File: src/rtl/psg_sample_out.sv
// PSG audio output stage: stereo sample FIFO feeding a left-justified I2S
// serialiser that emits one frame per divider sample strobe.
module psg_sample_out #(
  parameter int WIDTH    = 16,
  parameter int DEPTH    = 16,
  parameter int BCK_HALF = 2
) (
  input  logic                       clk_i,
  input  logic                       reset_i,
  input  logic                       sample_stb_i,
  input  logic [2*WIDTH-1:0]         s_data_i,
  input  logic                       s_valid_i,
  output logic                       s_ready_o,
  output logic [$clog2(DEPTH):0]     fifo_level_o,
  output logic                       i2s_bck_o,
  output logic                       i2s_ws_o,
  output logic                       i2s_sd_o,
  output logic                       underrun_o,
  output logic                       late_o
);

  localparam int SW = 2 * WIDTH;
  localparam int AW = $clog2(DEPTH);
  localparam int LW = AW + 1;
  localparam int BW = $clog2(SW) + 1;
  localparam int HW = (BCK_HALF > 1) ? $clog2(BCK_HALF) : 1;

  localparam logic [HW-1:0] HALF_LAST = HW'(BCK_HALF - 1);
  localparam logic [BW-1:0] BIT_LAST  = BW'(SW - 1);
  localparam logic [BW-1:0] BIT_WS    = BW'(WIDTH);
  localparam logic [LW-1:0] LVL_FULL  = LW'(DEPTH);

  typedef enum logic {
    ST_IDLE,
    ST_SHIFT
  } state_t;

  state_t        state_q, state_d;
  logic [HW-1:0] half_q, half_d;
  logic [BW-1:0] bit_q, bit_d;
  logic          bck_q, bck_d;
  logic [SW-1:0] sr_q, sr_d;
  logic [SW-1:0] hold_q, hold_d;
  logic          underrun_q, underrun_d;
  logic          late_q, late_d;

  logic [SW-1:0] mem_q [DEPTH];
  logic [AW-1:0] wr_ptr_q, wr_ptr_d;
  logic [AW-1:0] rd_ptr_q, rd_ptr_d;
  logic [LW-1:0] level_q, level_d;

  logic          push;
  logic          pop;
  logic          fifo_empty;

  // Level is registered, so a sample written this cycle cannot be popped until the next.
  assign fifo_empty = (level_q == '0);
  assign push       = s_valid_i && (level_q != LVL_FULL);
  assign pop        = (state_q == ST_IDLE) && sample_stb_i && !fifo_empty;

  always_comb begin
    wr_ptr_d = wr_ptr_q;
    rd_ptr_d = rd_ptr_q;
    level_d  = level_q;
    if (push) begin
      wr_ptr_d = wr_ptr_q + AW'(1);
    end
    if (pop) begin
      rd_ptr_d = rd_ptr_q + AW'(1);
    end
    unique case ({push, pop})
      2'b10:   level_d = level_q + LW'(1);
      2'b01:   level_d = level_q - LW'(1);
      default: level_d = level_q;
    endcase
  end

  always_ff @(posedge clk_i) begin
    if (push) begin
      mem_q[wr_ptr_q] <= s_data_i;
    end
  end

  always_comb begin
    state_d    = state_q;
    half_d     = half_q;
    bit_d      = bit_q;
    bck_d      = bck_q;
    sr_d       = sr_q;
    hold_d     = hold_q;
    underrun_d = 1'b0;
    late_d     = 1'b0;
    unique case (state_q)
      ST_IDLE: begin
        if (sample_stb_i) begin
          // An empty FIFO replays the last sample to avoid a step to zero.
          if (!fifo_empty) begin
            sr_d   = mem_q[rd_ptr_q];
            hold_d = mem_q[rd_ptr_q];
          end else begin
            sr_d       = hold_q;
            underrun_d = 1'b1;
          end
          state_d = ST_SHIFT;
          half_d  = '0;
          bit_d   = '0;
          bck_d   = 1'b0;
        end
      end
      ST_SHIFT: begin
        late_d = sample_stb_i;
        if (half_q == HALF_LAST) begin
          half_d = '0;
          if (bck_q) begin
            bck_d = 1'b0;
            sr_d  = {sr_q[SW-2:0], 1'b0};
            bit_d = bit_q + BW'(1);
            if (bit_q == BIT_LAST) begin
              state_d = ST_IDLE;
            end
          end else begin
            bck_d = 1'b1;
          end
        end else begin
          half_d = half_q + HW'(1);
        end
      end
      default: state_d = ST_IDLE;
    endcase
  end

  always_ff @(posedge clk_i) begin
    if (reset_i) begin
      state_q    <= ST_IDLE;
      half_q     <= '0;
      bit_q      <= '0;
      bck_q      <= 1'b0;
      sr_q       <= '0;
      hold_q     <= '0;
      underrun_q <= 1'b0;
      late_q     <= 1'b0;
      wr_ptr_q   <= '0;
      rd_ptr_q   <= '0;
      level_q    <= '0;
    end else begin
      state_q    <= state_d;
      half_q     <= half_d;
      bit_q      <= bit_d;
      bck_q      <= bck_d;
      sr_q       <= sr_d;
      hold_q     <= hold_d;
      underrun_q <= underrun_d;
      late_q     <= late_d;
      wr_ptr_q   <= wr_ptr_d;
      rd_ptr_q   <= rd_ptr_d;
      level_q    <= level_d;
    end
  end

  assign s_ready_o    = (level_q != LVL_FULL);
  assign fifo_level_o = level_q;
  assign i2s_bck_o    = bck_q;
  assign i2s_sd_o     = (state_q == ST_SHIFT) && sr_q[SW-1];
  assign i2s_ws_o     = (state_q == ST_SHIFT) && (bit_q >= BIT_WS);
  assign underrun_o   = underrun_q;
  assign late_o       = late_q;

endmodule

File: config.mk
export PLATFORM = sky130hd
export DESIGN_NAME = psg_sample_out
export DESIGN_NICKNAME = d
export VERILOG_FILES = /design/src/rtl/psg_sample_out.sv
export SDC_FILE = /design/constraint.sdc
export NUM_CORES = 1
export LEC_CHECK = 0
export ABC_AREA = 0
export CAP_MARGIN = 30
export CORE_ASPECT_RATIO = 0.6
export CORE_MARGIN = 2
export CORE_UTILIZATION = 40
export CTS_CLUSTER_DIAMETER = 60
export CTS_CLUSTER_SIZE = 14
export DETAILED_ROUTE_END_ITERATION = 6
export HOLD_SLACK_MARGIN = 0.02
export MAX_ROUTING_LAYER = met4
export PLACE_DENSITY = 0.57
export SYNTH_ARGS = -nofsm -noshare
export SYNTH_HDL_FRONTEND = slang
export SYNTH_SLANG_ARGS = --single-unit
File: constraint.sdc
create_clock -name clk_i -period 4.5 [get_ports clk_i]
set_input_delay 0.45 -clock clk_i [delete_from_list [all_inputs] [get_ports clk_i]]
set_output_delay 0.45 -clock clk_i [all_outputs]
set_load 0.005 [all_outputs]
==> out/qor.txt, run 1 <==
status = finished, final reports clean
TNS Setup = 0 ps
largest net degree at the start of global routing = 50
Mapped Area = 23390 µm²
die area = 60500 µm²
min-delay worst type = flop to flop
Ys Warns = 0
final setup violation count = 0
post-synthesis async set-or-reset flop share = 0%
Nets = 1369
Port Buf Inserts = 46
area of the core = 57690 µm²
Syn Nets = 1295
Initial DRC Count = 1275
Overflow after GRT = 0
Num CTS Buffers = 49
Longest Clk Path Bufs = 3
max cap viols = 0
Seq cells post-synth = 604
die width = 316.2 µm
clock root buffer = clkbuf_16
wire per inst = 26.23 µm
crit-path max FO = 36
Yosys cell types = 50
fin crit period = 3142 ps
Initial Util = 40.55%
register area share after synthesis = 73.60%
# clock sinks = 604
Hold Fails Final Rpt = 0
post-synthesis cell count = 1250
# IOs = 47
crit path kind = flop to flop
unrepaired setup endpoints after global routing = false
Rel. slew slack = 32.12%
CTS H-tree lvls = 2
Avg Vias per Cell = 5.688
ys flop type = edfxtp_1
first-pass GRT wire length = 81790 µm
global router's overall resource usage = 19.12%
# rows = 68
most common cell after layout, fill and taps aside = edfxtp_1
P per Cell Area = 481.2 nW/µm²
clock-pin slew on the worst setup and hold paths = 70 ps
CTS resizes = 0
share of cells above drive strength 1 = 20.61%
hold buffers post-CTS = 0
# Post-CTS Setup Buffers = 0
drt first pass iters = 5
CP Data Arrival Time = 3590 ps
crit path launch type = flop
CTS tree = done
GP Congestion = 0.7892
worst clock skew = 17.22 ps
Clock Latency Late Sink = 580 ps
Tightest Pin Transition = 1014 ps
Req. time, crit path = 4950 ps
Synth Area per Inst = 18.71 µm²
fmax = 318.2 MHz
dpl hpwl = 34520 µm
post-route ant nets = 0
Final Util = 45.58%
drt total wl = 55470 µm
Total Power = 12.65 mW
commonest non-fill, non-tap cells in the layout = edfxtp_1 (512), mux4_2 (110), dfxtp_1 (89), nand2_1 (64), clkbuf_16 (49)
Max Slew Vio Count = 0
Final Cycle Share = 69.83%
DRC = 0
EDFF count, synth = 512
Synth area leaders = edfxtp_1 (66%), mux4_2 (11%), dfxtp_1 (7.9%)
Die Height = 191.3 µm
synth-to-layout area growth = 12.39%
via count = 12030
share of the synthesized area in the top cell type = 65.73%
vias in the first global route = 11970
area leader, netlist = edfxtp_1
maximum vdd drop = 0.0002771 V
Worst Setup End Kind = flop
initial antenna violation count = 1
Leakage = 8.203 nW
==> Yosys cell counts, drive strengths merged, types with 4 or more instances <==
cell type / count
edfxtp: 512
mux4: 116
dfxtp: 92
nand2: 64
o21ai: 61
nor2: 48
buf: 41
clkbuf: 31
a221oi: 30
a22o: 29
o221ai: 24
and2: 23
a31oi: 20
a21oi: 16
mux2i: 16
mux2: 13
o22ai: 12
xor2: 11
a211oi: 9
ha: 9
inv: 9
nor3: 8
and3: 7
nor2b: 7
a22oi: 6
nand2b: 6
nand4: 5
a211o: 4
a21o: 4
xnor2: 4
==> routing by layer <==
layer  vias to the layer above  share of wire, %  global-route usage [%]  wire length [µm]
li1                       5239                 -                       -                 -
met1                      6360                51                   30.48             28080
met2                       369                41                   25.25             22680
met3                        62               7.1                   3.916              3956
met4                         0               1.4                   3.102               754
met5                         -                 0                       -                 0
==> where the power goes <==
group	internal [mW]	switching (mW)
Sequential	6.33	0.206
Clock	1.99	1.89
Combinational	0.941	1.28
==> critical path, cell delays in order (launching register included) <==
cell      delay, ps
dfxtp_1         300
buf_4           230
nand2b_1        310
a21oi_2         490
ha_1            390
xor2_1          110
ha_1            190
a21oi_1         260
o22ai_1         140
a222oi_1        380
or3_1           160
a21oi_1          50
==> state kept, by name, summed over array words and instances (netlist names), 4 cells and up, named ones only <==
register and count:
bit_q 6, hold_q 32, mem_q 512, fifo_level_o 5, wr_ptr_q 4, sr_q 32
rd_ptr_q 4
==> cell type report <==
cell class | count | area (µm²)
inverters | 9 | 33.78
clock inverters | 4 | 33.78
well taps | 770 | 963.4
clock buffers | 67 | 1294
repair buffers | 95 | 898.4
diodes | 1 | 2.502
multi-input cells | 565 | 5839
fillers | 4898 | 31400
flip-flops and latches | 604 | 17230
==> stage by stage <==
stage                     worst slack [ps]  hold WS, ps  std cells  area, µm²
after floorplan                      771.3        416.8       1250      23390
after global placement                1088        432.2       2042      24930
after detailed placement              1053        438.9       2043      24960
after CTS                             1402        452.0       2114      26290
after global routing                  1139        468.8       2115      26290
final                                 1358        447.6       2115      26290
==> final timing paths <==
path	cells past startpoint	from	slack, ps	endpoint
worst max register to register	11	state_q	1360	fifo_level_o[4]
worst min register to register	2	hold_q[10]	450	hold_q[10]
worst max-delay path	11	state_q	1360	fifo_level_o[4]
worst min-delay path	2	hold_q[10]	450	hold_q[10]
==> cells by family (layout without fill, tap and decap cells) <==
family / Yosys count / in the layout / share of synthesized area [%]
flops: 604 / 604 / 73.60
compound gates: 218 / 218 / 7.157
simple gates: 178 / 178 / 3.643
mux: 145 / 145 / 12.57
buf+inv: 81 / 175 / 1.984
xor+xnor: 15 / 15 / 0.5616
fa+ha+maj: 9 / 9 / 0.4814
other cells: 0 / 1 / 0
No activity file was read; power rests on OpenSTA's default activity.
==> run 2: changes to the inputs <==
--- a/config.mk
+++ b/config.mk
@@ -15,7 +15,7 @@
 export DETAILED_ROUTE_END_ITERATION = 6
 export HOLD_SLACK_MARGIN = 0.02
 export MAX_ROUTING_LAYER = met4
-export PLACE_DENSITY = 0.57
+export PLACE_DENSITY = 0.59
 export SYNTH_ARGS = -nofsm -noshare
 export SYNTH_HDL_FRONTEND = slang
 export SYNTH_SLANG_ARGS = --single-unit
==> constraint.sdc (replaced) <==
create_clock -name clk_i -period 2.8 [get_ports clk_i]
set_input_delay 0.28 -clock clk_i [delete_from_list [all_inputs] [get_ports clk_i]]
set_output_delay 0.28 -clock clk_i [all_outputs]
set_load 0.005 [all_outputs]
==> out/qor.txt, run 2 (synthesis gave the netlist of run 1 again) <==
Overflow after GRT = 0 (unchanged)
Tightest Pin Transition = 847.3 ps (-166.2 ps)
final instance area = 26770 µm² (+1.8%)
global router's overall resource usage = 18.89% (-0.23 points)
first-pass GRT wire length = 81330 µm (-0.56%)
P per Cell Area = 768.2 nW/µm² (+60%)
initial antenna violation count = 0 (-1)
# clock sinks = 604 (unchanged)
Initial Util = 40.55% (unchanged)
Net Switching = 5.332 mW (+58%)
Worst Setup End Kind = flop
post-route ant nets = 0 (unchanged)
Finished Layout Cells = 2163 (+2.3%)
CTS tree = done
drt total wl = 54570 µm (-1.6%)
Leakage = 8.408 nW (+2.5%)
Initial DRC Count = 1437 (+13%)
most common cell after layout, fill and taps aside = edfxtp_1
max reg flops = 512 (unchanged)
Rel. slew slack = 43.45% (+11 points)
via count = 12300 (+2.2%)
Hold Fails Final Rpt = 0 (unchanged)
antenna cells = 0 (-1)
Clk pwr share = 31.8% (+1.1 points)
share of cells above drive strength 1 = 22.04% (+1.4 points)
min-delay worst type = input port to flop
Flop pwr share = 50.9% (-0.8 points)
fin crit period = 2594 ps (-548.4 ps)
unrepaired setup endpoints after global routing = false
Top reg by flops = mem_q
Nets = 1397 (+2.0%)
switching share of power = 25.93% (-0.81 points)
fmax = 385.5 MHz (+21%)
worst clock skew = 22.57 ps (+5.342 ps)
clock-pin slew on the worst setup and hold paths = 70 ps (about the same)
synth-to-layout area growth = 14.45%
final setup violation count = 0 (unchanged)
dpl hpwl = 32180 µm (-6.8%)
Avg Vias per Cell = 5.687 (about the same)
largest net degree at the start of global routing = 50 (unchanged)
area of the core = 57690 µm² (unchanged)
hold buffers post-CTS = 0 (unchanged)
# rows = 68 (unchanged)
crit path kind = flop to flop
Final Cycle Share = 92.64% (+23 points)
CTS H-tree lvls = 2 (unchanged)
Port Buf Inserts = 46 (unchanged)
Req. time, crit path = 3270 ps (-1680 ps)
commonest non-fill, non-tap cells in the layout = edfxtp_1 (512), mux4_2 (110), dfxtp_1 (89), nand2_1 (64), buf_4 (62)
wire per inst = 25.23 µm (-3.8%)
Area after DPL = 25310 µm² (+1.4%)
# IOs = 47 (unchanged)
clock root buffer = clkbuf_16
biggest regs = mem_q: 512 flops, hold_q: 32 flops, sr_q: 32 flops
Filler cells = 4864 (-0.69%)
Clock Latency Late Sink = 590 ps (about the same)
Num CTS Buffers = 49 (unchanged)
Placed Cells = 2070 (+1.3%)
crit-path max FO = 7 (-81%)
status = finished, final reports clean
die area = 60500 µm² (unchanged)
Die Height = 191.3 µm (unchanged)
drt first pass iters = 6 (+1)
combinational share of power = 17.3% (-0.3 points)
max cap viols = 0 (unchanged)
die width = 316.2 µm (unchanged)
crit path launch type = flop
GP Congestion = 0.7840 (-0.66%)
DRC = 0 (unchanged)
Max Slew Vio Count = 0 (unchanged)
CP Data Arrival Time = 3060 ps (-530 ps)
vias in the first global route = 12170 (+1.6%)
Int Power = 15.24 mW (+64%)
maximum vdd drop = 0.0004885 V (+76%)
Longest Clk Path Bufs = 3 (unchanged)
run 2: routing by layer:
metal | GRT usage [%] | routed length (µm) | vias up | share of wire, %
met4 | 3.411 | 746 | 0 | 1.4
met5 | - | 0 | - | 0
met1 | 29.67 | 26840 | 6484 | 49
li1 | - | - | 5315 | -
met2 | 25.96 | 23340 | 435 | 43
met3 | 3.016 | 3635 | 66 | 6.7
run 2: per-stage QoR:
stage | setup WS (ps) | setup TNS [ps] | utilization (%) | total power [mW] | hold slack [ps]
finish | 206.1 | 0 | 46.41 | 20.57 | 387.6
floorplan | -73.86 | -15370 | - | 13.10 | 378.9
global route | 81.23 | 0 | 46.41 | 21.43 | 419.9
CTS | 200.8 | 0 | 46.40 | 20.72 | 363.4
detailed placement | 201.1 | 0 | 43.87 | 14.20 | 442.5
global placement | 152.4 | 0 | 43.87 | 14.15 | 430.3
run 2: power groups by stage:
stage | clock network [mW] | registers (mW) | logic (mW)
after global placement | 0 | 10.6 | 3.52
after CTS | 6.69 | 10.5 | 3.56
after detailed placement | 0 | 10.7 | 3.54
after global routing | 7.07 | 10.5 | 3.85
after floorplan | 0 | 10.5 | 2.55
final | 6.54 | 10.5 | 3.56
run 2: worst paths after layout:
check	endpoint	start	cells past startpoint	slack [ps]
min reg2reg	hold_q[10]	hold_q[10]	2	450
max reg2reg	fifo_level_o[4]	fifo_level_o[3]	11	210
min	state_q	sample_stb_i	3	390
max	fifo_level_o[4]	fifo_level_o[3]	11	210
run 2: worst max-delay path: stages, from the launching register on:
cell	delay [ps]
dfxtp_1	400
nor4_4	370
buf_4	190
a21oi_2	60
ha_1	260
xor2_1	170
ha_1	180
a21oi_1	170
o22ai_1	120
a222oi_1	370
or3_1	160
a21oi_1	50
run 2: timing repair:
action / in CTS / in global routing
resized for setup: 0 / 0
setup buffers: 0 / 1
endpoints found under the setup margin: 0 / 1
run 2: final cells by class:
type / count / area (µm²) / area share, %
multi-input cells: 565 / 5864 / 21.90
flip-flops and latches: 604 / 17230 / 64.34
clock inverters: 3 / 21.27 / 0.07945
repair buffers: 123 / 1226 / 4.580
clock buffers: 89 / 1439 / 5.374
inverters: 9 / 33.78 / 0.1262
well taps: 770 / 963.4 / 3.598
